File: src/rtl/pc_pkg.sv
// pc_pkg: shared widths, PC increment and fetch FSM state encoding for the fetch front end.
//   XLEN          - architectural register/address width
//   PC_INC        - sequential fetch stride in bytes
//   fetch_state_e - BOOT / REQ / WAIT sequencer states
package pc_pkg;
   localparam int XLEN = 32;
   localparam logic [XLEN-1:0] PC_INC = 32'd4;
   typedef enum logic [1:0] {BOOT, REQ, WAIT} fetch_state_e;
endpackage

File: src/rtl/pc_fetch_unit_if.sv
// pc_fetch_unit_if: instruction-memory req/gnt/rvalid handshake bundle.
//   req    - fetch request valid (fetch unit -> memory)
//   addr   - fetch address (fetch unit -> memory)
//   gnt    - request accepted this cycle (memory -> fetch unit)
//   rvalid - response data valid (memory -> fetch unit)
//   rdata  - instruction word (memory -> fetch unit)
interface pc_fetch_unit_if;
   import pc_pkg::*;
   logic            req;
   logic [XLEN-1:0] addr;
   logic            gnt;
   logic            rvalid;
   logic [XLEN-1:0] rdata;
   modport master (output req, addr, input gnt, rvalid, rdata);
   modport slave (input req, addr, output gnt, rvalid, rdata);
endinterface

File: src/rtl/Adder.sv
// Adder: W-bit adder with carry-in; sum wraps modulo 2^W.
//   A, B - operands
//   C_in - carry-in
//   S    - sum
module Adder #(
   parameter int W = 32
) (
   input  logic [W-1:0] A,
   input  logic [W-1:0] B,
   input  logic         C_in,
   output logic [W-1:0] S
);
   assign S = A + B + {{(W-1){1'b0}}, C_in};
endmodule

File: src/rtl/pc_fetch_unit.sv
// pc_fetch_unit: PC register and single-outstanding instruction fetch sequencer.
//   clk, rst                  - clock, asynchronous active-high reset
//   stall_i                   - decode cannot accept; hold instruction output
//   redirect_i, redirect_pc_i - one-cycle redirect pulse and its target
//   imem                      - instruction-memory handshake (master side)
//   instr_valid_o, instr_o, instr_pc_o - fetched instruction to decode
//   misalign_o                - one-cycle pulse when redirect target was not word aligned
module pc_fetch_unit
   import pc_pkg::*;
#(
   parameter logic [XLEN-1:0] RESET_PC = 32'h0000_0000
) (
   input  logic                   clk,
   input  logic                   rst,
   input  logic                   stall_i,
   input  logic                   redirect_i,
   input  logic [XLEN-1:0]        redirect_pc_i,
   pc_fetch_unit_if.master        imem,
   output logic                   instr_valid_o,
   output logic [XLEN-1:0]        instr_o,
   output logic [XLEN-1:0]        instr_pc_o,
   output logic                   misalign_o
);
   fetch_state_e    state;
   logic [XLEN-1:0] pc;
   logic [XLEN-1:0] pend_pc;
   logic [XLEN-1:0] pc_next;
   logic            kill;
   logic            fire;

   Adder #(.W(XLEN)) u_adder (
      .A   (pc),
      .B   (PC_INC),
      .C_in(1'b0),
      .S   (pc_next)
   );

   // No new request while a held instruction is blocked by decode.
   assign imem.req  = (state == REQ) && !(instr_valid_o && stall_i);
   assign imem.addr = pc;
   assign fire      = imem.req && imem.gnt;

   always_ff @(posedge clk or posedge rst) begin
      if (rst) begin
         state         <= BOOT;
         pc            <= RESET_PC;
         pend_pc       <= '0;
         kill          <= 1'b0;
         instr_valid_o <= 1'b0;
         instr_o       <= '0;
         instr_pc_o    <= '0;
         misalign_o    <= 1'b0;
      end else begin
         misalign_o <= redirect_i && (redirect_pc_i[1:0] != 2'b00);
         if (instr_valid_o && !stall_i) instr_valid_o <= 1'b0;
         if (redirect_i) begin
            pc            <= {redirect_pc_i[XLEN-1:2], 2'b00};
            instr_valid_o <= 1'b0;
            // A grant taken or a response pending now belongs to the old path.
            case (state)
               BOOT: state <= REQ;
               REQ: if (fire) begin
                  state <= WAIT;
                  kill  <= 1'b1;
               end
               WAIT: if (imem.rvalid) begin
                  state <= REQ;
                  kill  <= 1'b0;
               end else kill <= 1'b1;
               default: state <= BOOT;
            endcase
         end else begin
            case (state)
               BOOT: state <= REQ;
               REQ: if (fire) begin
                  pend_pc <= pc;
                  pc      <= pc_next;
                  state   <= WAIT;
               end
               WAIT: if (imem.rvalid) begin
                  state <= REQ;
                  if (kill) kill <= 1'b0;
                  else begin
                     instr_o       <= imem.rdata;
                     instr_pc_o    <= pend_pc;
                     instr_valid_o <= 1'b1;
                  end
               end
               default: state <= BOOT;
            endcase
         end
      end
   end
endmodule
File: src/flat_wrapper.sv
// flat-port wrapper written by rule: the top's interface ports become plain ports
module pc_fetch_unit_flat import pc_pkg::*;
#(
   parameter logic [XLEN-1:0] RESET_PC = 32'h0000_0000
)
  (clk, rst, stall_i, redirect_i, redirect_pc_i, instr_valid_o, instr_o, instr_pc_o, misalign_o, imem_req, imem_addr, imem_gnt, imem_rvalid, imem_rdata);
  pc_fetch_unit_if imem_i ();
  input  logic clk;
  input  logic rst;
  input  logic stall_i;
  input  logic redirect_i;
  input  logic [XLEN-1:0] redirect_pc_i;
  output logic instr_valid_o;
  output logic [XLEN-1:0] instr_o;
  output logic [XLEN-1:0] instr_pc_o;
  output logic misalign_o;
  output wire logic [$bits(imem_i.req)-1:0] imem_req;
  output wire logic [$bits(imem_i.addr)-1:0] imem_addr;
  input wire logic [$bits(imem_i.gnt)-1:0] imem_gnt;
  input wire logic [$bits(imem_i.rvalid)-1:0] imem_rvalid;
  input wire logic [$bits(imem_i.rdata)-1:0] imem_rdata;
  assign imem_req = imem_i.req;
  assign imem_addr = imem_i.addr;
  assign imem_i.gnt = imem_gnt;
  assign imem_i.rvalid = imem_rvalid;
  assign imem_i.rdata = imem_rdata;
  pc_fetch_unit #(.RESET_PC(RESET_PC)) u_core (.clk(clk), .rst(rst), .stall_i(stall_i), .redirect_i(redirect_i), .redirect_pc_i(redirect_pc_i), .imem(imem_i), .instr_valid_o(instr_valid_o), .instr_o(instr_o), .instr_pc_o(instr_pc_o), .misalign_o(misalign_o));
endmodule
File: config.mk
export PLATFORM = sky130hd
export DESIGN_NAME = pc_fetch_unit_flat
export DESIGN_NICKNAME = d
export VERILOG_FILES = /design/src/rtl/pc_pkg.sv /design/src/rtl/pc_fetch_unit_if.sv /design/src/rtl/Adder.sv /design/src/rtl/pc_fetch_unit.sv /design/src/flat_wrapper.sv
export SDC_FILE = /design/constraint.sdc
export NUM_CORES = 1
export LEC_CHECK = 0
export BUFFER_PORTS_ARGS = -buffer_cell sky130_fd_sc_hd__buf_2
export CORE_AREA = 2 2 198 122
export CTS_CLUSTER_SIZE = 10
export DETAILED_ROUTE_END_ITERATION = 7
export DIE_AREA = 0 0 200 124
export HOLD_SLACK_MARGIN = 0.12
export PLACE_DENSITY_LB_ADDON = 0.25
export SLEW_MARGIN = 20
export SYNTH_ARGS = -nofsm -noshare
export SYNTH_HDL_FRONTEND = slang
export SYNTH_SLANG_ARGS = --single-unit
File: constraint.sdc
create_clock -name clk -period 5.4 [get_ports clk]
set_input_delay 0.54 -clock clk [delete_from_list [all_inputs] [get_ports clk]]
set_output_delay 0.54 -clock clk [all_outputs]
set_load 0.01 [all_outputs]
==> results of run 1 <==
routing by layer:
layer	global-route usage, %	wire length (um)	vias up
met2	20.6	7220	134
li1	-	-	2051
met5	0	18	-
met3	5.20	1320	18
met1	17.2	7250	2210
met4	5.14	201	4
power breakdown:
part	internal, mW	total [mW]	switching [mW]	leakage [nW]
logic	0.418	0.808	0.390	1.62
registers	1.25	1.43	0.182	1.60
clock network	0.867	1.30	0.433	0.326
state kept, by name, indices dropped and copies added, names as in the netlist:
name                  count
u_core.instr_o           32
u_core.imem.addr         30
u_core.instr_valid_o      1
u_core.misalign_o         1
u_core.kill               1
u_core.pend_pc           30
u_core.instr_pc_o        30
u_core.state              2
cell families (layout without fill, tap and decap cells):
logic type | Yosys count | in the layout | synth area share, %
simple gates | 137 | 137 | 13.6
flops | 127 | 127 | 56.0
mux | 91 | 91 | 18.0
compound gates | 61 | 61 | 7.17
buf+inv | 40 | 211 | 3.13
xor+xnor | 6 | 6 | 0.926
fa+ha+maj | 5 | 5 | 1.10
other cells | 1 | 6 | 0.0661
worst max path at each step:
stage                      endpoint  slack, ns  cells past startpoint
4_1_cts          u_core.instr_o[21]       2.60                      6
5_1_grt          u_core.instr_o[21]       2.44                      6
6_report         u_core.instr_o[21]       2.67                      6
2_1_floorplan  u_core.imem.addr[10]       1.48                      1
3_3_place_gp     u_core.instr_o[22]       2.49                      4
3_5_place_dp     u_core.instr_o[21]       2.38                      4
final cells by class:
type                            count  share of cell area, %
Inverter                           12                  0.669
Tap cell                          315                   5.27
Sequential cell                   127                   42.5
Antenna cell                        2                 0.0669
Clock buffer                       22                   6.47
Timing Repair Buffer              167                   11.3
Multi-Input combinational cell    304                   31.3
Clock inverter                     10                   2.43
worst max-delay path, delay by kind of cell (launching register included):
kind / cells / cell delay (ns)
mux: 1 / 0.42
buf+inv: 2 / 0.77
fa+ha+maj: 1 / 0.21
simple gates: 2 / 0.74
flops: 1 / 0.41
cell usage in the layout, fill, tap and decap left out, types with 5 or more instances in the layout:
cell,netlist,layout
ha_1,5,5
dfrtp_1,127,127
o31ai_1,13,13
and2_1,5,5
and4_1,5,5
clkbuf_16,0,17
or4_1,13,13
nand2_1,29,29
nand3_1,23,22
bufinv_16,0,5
nor2b_1,5,5
a31oi_1,12,12
buf_2,10,164
inv_1,10,9
nor2_1,20,20
mux2_2,89,89
nand4_1,14,14
o21ai_0,16,16
==> flow_metrics.py, run 1 <==
metrics = {
    "cells_and_area": {
        "drive_gt1_share_pct": 46.7,
        "seq_area_mm2": 0.00318,
        "multiInputGateArea_mm2": 0.00234,
        "fin_nets": 704,
        "fin_cells": 959,
        "syn_to_final_growth_pct": 31.8,
        "n_fill_cell": 2319,
        "final_area_mm2": 0.00748,
        "final_util_pct": 32.7,
    },
    "sta": {
        "period_needed_ns": 2.73,
        "hold_ws_ns": 0.230,
        "rsz0062_at_grt": "false",
        "skew_ns": 0.00817,
        "hold_violations": 0,
        "drv_slew": 0,
        "clock.fmax_mhz": 366,
        "tns_ns": 0,
        "tightestPinTransition_ns": 0.959,
        "relSlewSlack_pct": 36.0,
        "setup_viol": 0,
        "min_period_over_period_pct": 50.6,
        "final.setup.worst_slack_ns": 2.67,
    },
    "routing": {
        "routedWlPerCell_um": 16.7,
        "via_count": 4417,
        "via_per_inst": 4.61,
        "drt_iter0_markers": 166,
        "post-route-drc-count": 0,
        "totalWireLength_um": 16000,
        "detail-route-antenna-nets": 0,
        "drtPass1Iterations": 4,
    },
    "clock_network": {
        "clock_sinks": 127,
        "clk_pin_slew_worst_paths_ns": 0.06,
        "cts_buffers": 17,
        "tritoncts": "done",
        "clock_latency_ns": 0.42,
        "post_cts_buffers": 0,
        "cts_max_path_buffers": 2,
        "cts_max_level": 4,
        "cts_root_buf": "clkbuf_16",
        "postCtsResizedCells": 0,
        "hold_buffers": 0,
    },
    "setup_path": {
        "critical_path_required_ns": 5.70,
        "r2r_slack_ns": 2.67,
        "worstReg2RegEnd": "u_core.instr_o[21]",
        "critPathLaunchType": "flip-flop",
        "r2r_cells": 6,
        "critical_path_class": "reg -> reg",
        "cpMaxStageDelayCell": "buf_4",
        "path_cells": "inv_1 -> ha_1 -> nand2_1 -> nor3_4 -> buf_4 -> mux2_2",
        "cp-startpoint": "u_core.state[0]",
        "r2r-start": "u_core.state[0]",
        "cp.arrival_ns": 3.03,
        "path_max_fanout": 48,
        "end_kind": "flip-flop",
        "max_stage_delay_ns": 0.68,
    },
    "pwr": {
        "p_per_area_mw_per_mm2": 473,
        "p_total_mw": 3.54,
        "peakVddDrop_mv": 0.227,
        "p_leak_nw": 3.54,
    },
    "place": {
        "io_buffers": 164,
        "place_inst": 925,
        "dp_hpwl_um": 11400,
        "pre_cts_slack_ns": 2.38,
        "routabilityCongestion": 0.746,
        "post_dp_cell_area_mm2": 0.00681,
    },
    "floorplanning": {
        "fp-row-count": 43,
        "start_util_pct": 24.8,
        "io_pins": 169,
        "die_y_um": 124,
        "dieArea_mm2": 0.0248,
        "dieWidth_um": 200,
        "core-area_mm2": 0.0229,
    },
    "yosys": {
        "yosys-top-cells-count": "dfrtp_1, mux2_2, nand2_1",
        "async_flop_share_pct": 100,
        "seq_area_frac_synth_pct": 56.0,
        "synth.distinct_cells": 47,
        "ys_ff_latch": 127,
        "synth-edff-count": 0,
        "synth_top_flop_cell": "dfrtp_1",
        "synth_area_leaders": "dfrtp_1, mux2_2, nand3_1",
        "synth_top_cell_by_area": "dfrtp_1",
        "syn-instance-count": 468,
        "synth_area_per_cell_um2": 12.1,
        "syn-cell-area_mm2": 0.00568,
        "ys.warnings.count": 0,
        "netlist.area_leader.share_pct": 56.0,
        "synth_most_common_cell": "dfrtp_1",
    },
    "run_status": {
        "status": "finished clean",
    },
    "global_routing": {
        "gr-total-overflow": 0,
        "grt_pass1_wl_um": 24700,
        "grt_pass1_vias": 4489,
        "grt_use_total_pct": 13.5,
        "antenna_found_initial": 4,
        "grt_max_degree": 72,
    },
    "run": {
        "maxCapViolCount": 0,
    },
    "worst_hold_path": {
        "hp-class": "in -> async",
    },
}
Power figures use the tool's default switching activity.
==> run 2: changes to the inputs <==
- clock period: 5.4 -> 2.6 ns (I/O delays scaled with it)
==> flow_metrics.py, run 2 (synthesis results as in run 1) <==
metrics = {
    "sta": {
        "clock.fmax_mhz": 460,
        "period_needed_ns": 2.17,
        "skew_ns": 0.00903,
        "tns_ns": 0,
        "hold_violations": 0,
        "setup_viol": 0,
        "rsz0062_at_grt": "false",
        "drv_slew": 0,
        "tightestPinTransition_ns": 0.718,
        "min_period_over_period_pct": 83.6,
        "relSlewSlack_pct": 51.7,
    },
    "pwr": {
        "p_leak_nw": 3.83,
        "p_per_area_mw_per_mm2": 903,
        "peakVddDrop_mv": 0.469,
        "p_total_mw": 7.37,
    },
    "setup_path": {
        "max_stage_delay_ns": 0.62,
        "critical_path_required_ns": 2.94,
        "path_cells": "and4_1 -> nand2_1 -> or4_1 -> a31oi_1",
        "critPathLaunchType": "flip-flop",
        "cp.arrival_ns": 2.52,
        "end_kind": "flip-flop",
        "path_max_fanout": 18,
        "cpMaxStageDelayCell": "or4_1",
        "r2r_slack_ns": 0.43,
        "critical_path_class": "reg -> reg",
    },
    "routing": {
        "routedWlPerCell_um": 15.9,
        "drt_iter0_markers": 277,
        "drtPass1Iterations": 4,
        "totalWireLength_um": 16400,
        "via_per_inst": 4.52,
        "via_count": 4661,
        "post-route-drc-count": 0,
        "detail-route-antenna-nets": 0,
    },
    "place": {
        "dp_hpwl_um": 11600,
        "io_buffers": 164,
        "routabilityCongestion": 0.790,
    },
    "cells_and_area": {
        "final_common_cell": "buf_2",
        "fin_nets": 777,
        "final_cell_mix": "buf_2, dfrtp_1, mux2_2",
        "n_fill_cell": 2272,
        "largest_reg_flops": 32,
        "largest-register": "u_core.instr_o",
        "syn_to_final_growth_pct": 44.0,
        "drive_gt1_share_pct": 42.8,
        "final_util_pct": 35.7,
    },
    "worst_hold_path": {
        "hp-class": "in -> reg",
    },
    "run": {
        "maxCapViolCount": 0,
    },
    "global_routing": {
        "grt_max_degree": 81,
        "grt_pass1_vias": 4645,
        "grt_use_total_pct": 13.8,
        "grt_pass1_wl_um": 25500,
        "gr-total-overflow": 0,
        "antenna_found_initial": 1,
    },
    "floorplanning": {
        "fp-row-count": 43,
        "core-area_mm2": 0.0229,
        "dieArea_mm2": 0.0248,
        "io_pins": 169,
        "die_y_um": 124,
        "start_util_pct": 24.8,
        "dieWidth_um": 200,
    },
    "run_status": {
        "status": "finished clean",
    },
    "clock_network": {
        "cts_buffers": 17,
        "cts_max_path_buffers": 2,
        "clk_pin_slew_worst_paths_ns": 0.06,
        "cts_max_level": 4,
        "cts_root_buf": "clkbuf_16",
        "tritoncts": "done",
        "clock_sinks": 127,
        "post_cts_buffers": 0,
        "clock_latency_ns": 0.42,
    },
}
[run 2: stage by stage]
step	area [um^2]	std cells	hold WS (ns)	setup WS (ns)
floorplan	5690	471	0.380	0.639
global placement	6880	933	0.293	0.557
detailed placement	6880	933	0.304	0.477
CTS	8170	1030	0.124	0.442
global route	8170	1031	0.149	0.268
finish	8170	1031	0.151	0.425
[run 2: what timing repair did]
item / 4_1_cts / 5_1_grt
resized for setup: 0 / 0
hold buffers: 65 / 0
endpoints found under the hold margin: 81 / 0
[run 2: per-layer routing]
layer / up-vias / global-route usage (%) / routed length (um)
met5: - / 0 / 0
met4: 0 / 4.49 / 196
met3: 14 / 4.31 / 1050
met2: 153 / 20.8 / 7290
met1: 2305 / 18.9 / 7890
li1: 2189 / - / -
[run 2: worst paths after layout]
path	startpoint	endpoint	cells after the start
worst max-delay path	u_core.imem.addr[8]	u_core.imem.addr[21]	4
worst min-delay path	redirect_pc_i[14]	u_core.imem.addr[14]	3
worst max register to register	u_core.imem.addr[8]	u_core.imem.addr[21]	4
worst min register to register	u_core.pend_pc[21]	u_core.pend_pc[21]	2
max in group asynchronous	rst	u_core.instr_o[25]	4
min in group asynchronous	rst	u_core.instr_pc_o[11]	3
[run 2: area by class of cell]
class	instances	area [um^2]	share of cell area [%]
Sequential cell	127	3180	38.9
Multi-Input combinational cell	304	2340	28.7
Antenna cell	1	2.50	0.0306
Clock inverter	11	188	2.30
Clock buffer	21	450	5.51
Inverter	12	48.8	0.597
Timing Repair Buffer	240	1570	19.2
Tap cell	315	394	4.82
[run 2: worst max-delay path, delay by kind of cell (launching register included)]
family / cells / cell delay, ns
and+or+nand+nor: 3 / 1.37
AOI/OAI and AO/OA: 1 / 0.19
DFF: 1 / 0.52
[run 2: report_power, final]
group          total, mW  switching, mW  internal (mW)  leakage (nW)
clock               2.62          0.898           1.72         0.303
combinational       1.77          0.829          0.938          1.93
sequential          2.99          0.396           2.59          1.60
==> run 3: changes to the inputs <==
- ABC_AREA: not set -> 1
- CORE_AREA: 2 2 198 122 -> 2 2 205 126
- DIE_AREA: 0 0 200 124 -> 0 0 207 128
- clock period: 2.6 -> 2 ns (I/O delays scaled with it)
==> flow_metrics.py, run 3 <==
metrics = {
    "floorplanning": {
        "fp-row-count": 45,
        "dieWidth_um": 207,
        "die_y_um": 128,
        "dieArea_mm2": 0.0265,
        "io_pins": 169,
        "start_util_pct": 24.6,
        "core-area_mm2": 0.0248,
    },
    "routing": {
        "routedWlPerCell_um": 15.4,
        "detail-route-antenna-nets": 0,
        "drt_iter0_markers": 343,
        "via_per_inst": 4.21,
        "totalWireLength_um": 18700,
        "drtPass1Iterations": 4,
        "via_count": 5100,
        "post-route-drc-count": 0,
    },
    "run": {
        "maxCapViolCount": 0,
    },
    "place": {
        "dp_hpwl_um": 13700,
        "io_buffers": 164,
        "place_inst": 1117,
        "routabilityCongestion": 0.792,
    },
    "clock_network": {
        "cts_max_level": 4,
        "tritoncts": "done",
        "postCtsResizedCells": 0,
        "cts_root_buf": "clkbuf_16",
        "clk_pin_slew_worst_paths_ns": 0.06,
        "clock_sinks": 127,
        "cts_max_path_buffers": 2,
        "cts_buffers": 17,
        "clock_latency_ns": 0.42,
    },
    "cells_and_area": {
        "final_common_cell": "buf_2",
        "largest-register": "u_core.instr_o",
        "syn_to_final_growth_pct": 40.9,
        "diodes": 0,
        "fin_cells": 1212,
        "largest_reg_flops": 32,
        "fin_nets": 945,
        "drive_gt1_share_pct": 30.6,
        "final_util_pct": 34.6,
        "final_cell_mix": "buf_2, nand2_1, dfrtp_1",
    },
    "yosys": {
        "synth_compound_area_share_pct": 7.24,
        "ys_ff_latch": 127,
        "muxShareOfSynthArea_pct": 11.6,
        "synthAdderAreaFrac_pct": 1.03,
        "syn-instance-count": 636,
        "synth_most_common_cell": "nand2_1",
        "synth.distinct_cells": 33,
        "synth_area_leaders": "dfrtp_1, mux2_4, nand2_1",
        "async_flop_share_pct": 100,
        "synth_area_per_cell_um2": 9.57,
        "seq_area_frac_synth_pct": 52.2,
        "synth_top_flop_cell": "dfrtp_1",
        "ys.warnings.count": 0,
        "synthXorXnorAreaFrac_pct": 0.863,
        "yosys.area_share.simple_pct": 19.7,
        "syn-cell-area_mm2": 0.00609,
        "synth_top_family_by_area": "simple AND/OR/NAND/NOR gates",
        "synth-edff-count": 0,
        "synth_top_cell_by_area": "dfrtp_1",
        "netlist.area_leader.share_pct": 52.2,
        "yosys-top-cells-count": "nand2_1, dfrtp_1, inv_1",
    },
    "run_status": {
        "status": "finished clean",
    },
    "global_routing": {
        "grt_use_total_pct": 14.7,
        "grt_pass1_wl_um": 29800,
        "gr-total-overflow": 0,
        "grt_pass1_vias": 5120,
        "antenna_found_initial": 0,
        "grt_max_degree": 43,
    },
    "sta": {
        "clock.fmax_mhz": 583,
        "tns_ns": 0,
        "skew_ns": 0.00855,
        "rsz0062_at_grt": "false",
        "setup_viol": 0,
        "relSlewSlack_pct": 65.3,
        "hold_violations": 0,
        "min_period_over_period_pct": 85.7,
        "period_needed_ns": 1.71,
        "tightestPinTransition_ns": 0.519,
        "drv_slew": 0,
    },
    "pwr": {
        "p_per_area_mw_per_mm2": 1310,
        "p_leak_nw": 4.32,
        "p_total_mw": 11.2,
        "peakVddDrop_mv": 0.481,
    },
    "setup_path": {
        "end_kind": "flip-flop",
        "path_max_fanout": 8,
        "critical_path_required_ns": 2.31,
        "critical_path_class": "reg -> reg",
        "cp.arrival_ns": 2.02,
        "critPathLaunchType": "flip-flop",
    },
    "worst_hold_path": {
        "hp-class": "in -> reg",
    },
}
[run 3: cell types whose count changed after synthesis, sizes merged, moves of 13 or more]
| cell | change |
|---|---|
| or4 | -14 |
| nand3 | +26 |
| nand2 | +112 |
| mux2 | -42 |
| nor2 | +39 |
| o21ai | +40 |
| o31ai | -13 |
| inv | +61 |
[run 3: repair_timing]
| action | 4_1_cts | 5_1_grt |
|---|---|---|
| hold buffers | 63 | 0 |
| hold endpoints to repair | 75 | 0 |
| setup buffers | 0 | 0 |
[run 3: cell type report]
type | count | area (um^2)
clock buffers | 18 | 439
well taps | 329 | 412
inverters | 72 | 274
clock inverters | 14 | 191
repair buffers | 240 | 1610
flip-flops and latches | 127 | 3180
fillers | 2627 | 16200
multi-input cells | 412 | 2470
[run 3: logic make-up after synthesis]
logic type / Yosys count
flip-flops: 127
other: 1
XOR/XNOR: 6
AO/OA/AOI/OAI: 82
buffers and inverters: 100
AND/OR/NAND/NOR: 268
adder cells (fa/ha/maj): 5
multiplexers: 47
[run 3: per-stage QoR]
step | worst slack (ns) | instance area, um^2 | hold WS [ns]
after floorplan | 0.233 | 6100 | 0.325
after global placement | 0.314 | 7320 | 0.270
after detailed placement | 0.292 | 7320 | 0.272
after CTS | 0.267 | 8580 | 0.139
after global routing | 0.0623 | 8580 | 0.162
final | 0.286 | 8580 | 0.155
[run 3: worst max-delay path: stages (launching register included)]
cell	delay, ns
dfrtp_1	0.37
inv_1	0.12
ha_1	0.29
nand3_1	0.16
nand2_1	0.13
inv_1	0.20
nand2_1	0.11
nand2_1	0.05
a21oi_1	0.11
nand2_1	0.06
[run 3: metal layers]
layer / GRT usage, % / wire length [um]
met1: 22.5 / 10200
met2: 20.1 / 7370
met3: 3.92 / 924
met4: 3.74 / 172
met5: 0 / 0
[run 3: report_power, final]
group,internal [mW],switching (mW),total [mW]
clock network,2.12,1.24,3.36
logic,1.78,1.81,3.59
registers,3.61,0.684,4.29
[run 3: final timing paths]
| path | start | endpoint | slack [ns] | depth (start not counted) |
|---|---|---|---|---|
| setup / recovery | u_core.state[1] | u_core.imem.addr[19] | 0.29 | 9 |
| hold / removal | redirect_pc_i[14] | u_core.imem.addr[14] | 0.16 | 5 |
| setup reg to reg | u_core.state[1] | u_core.imem.addr[19] | 0.29 | 9 |
| hold reg to reg | u_core.instr_pc_o[19] | u_core.instr_pc_o[19] | 0.48 | 2 |
| max in group asynchronous | rst | u_core.instr_pc_o[17] | 0.96 | 4 |
| min in group asynchronous | rst | u_core.instr_o[14] | 0.38 | 3 |
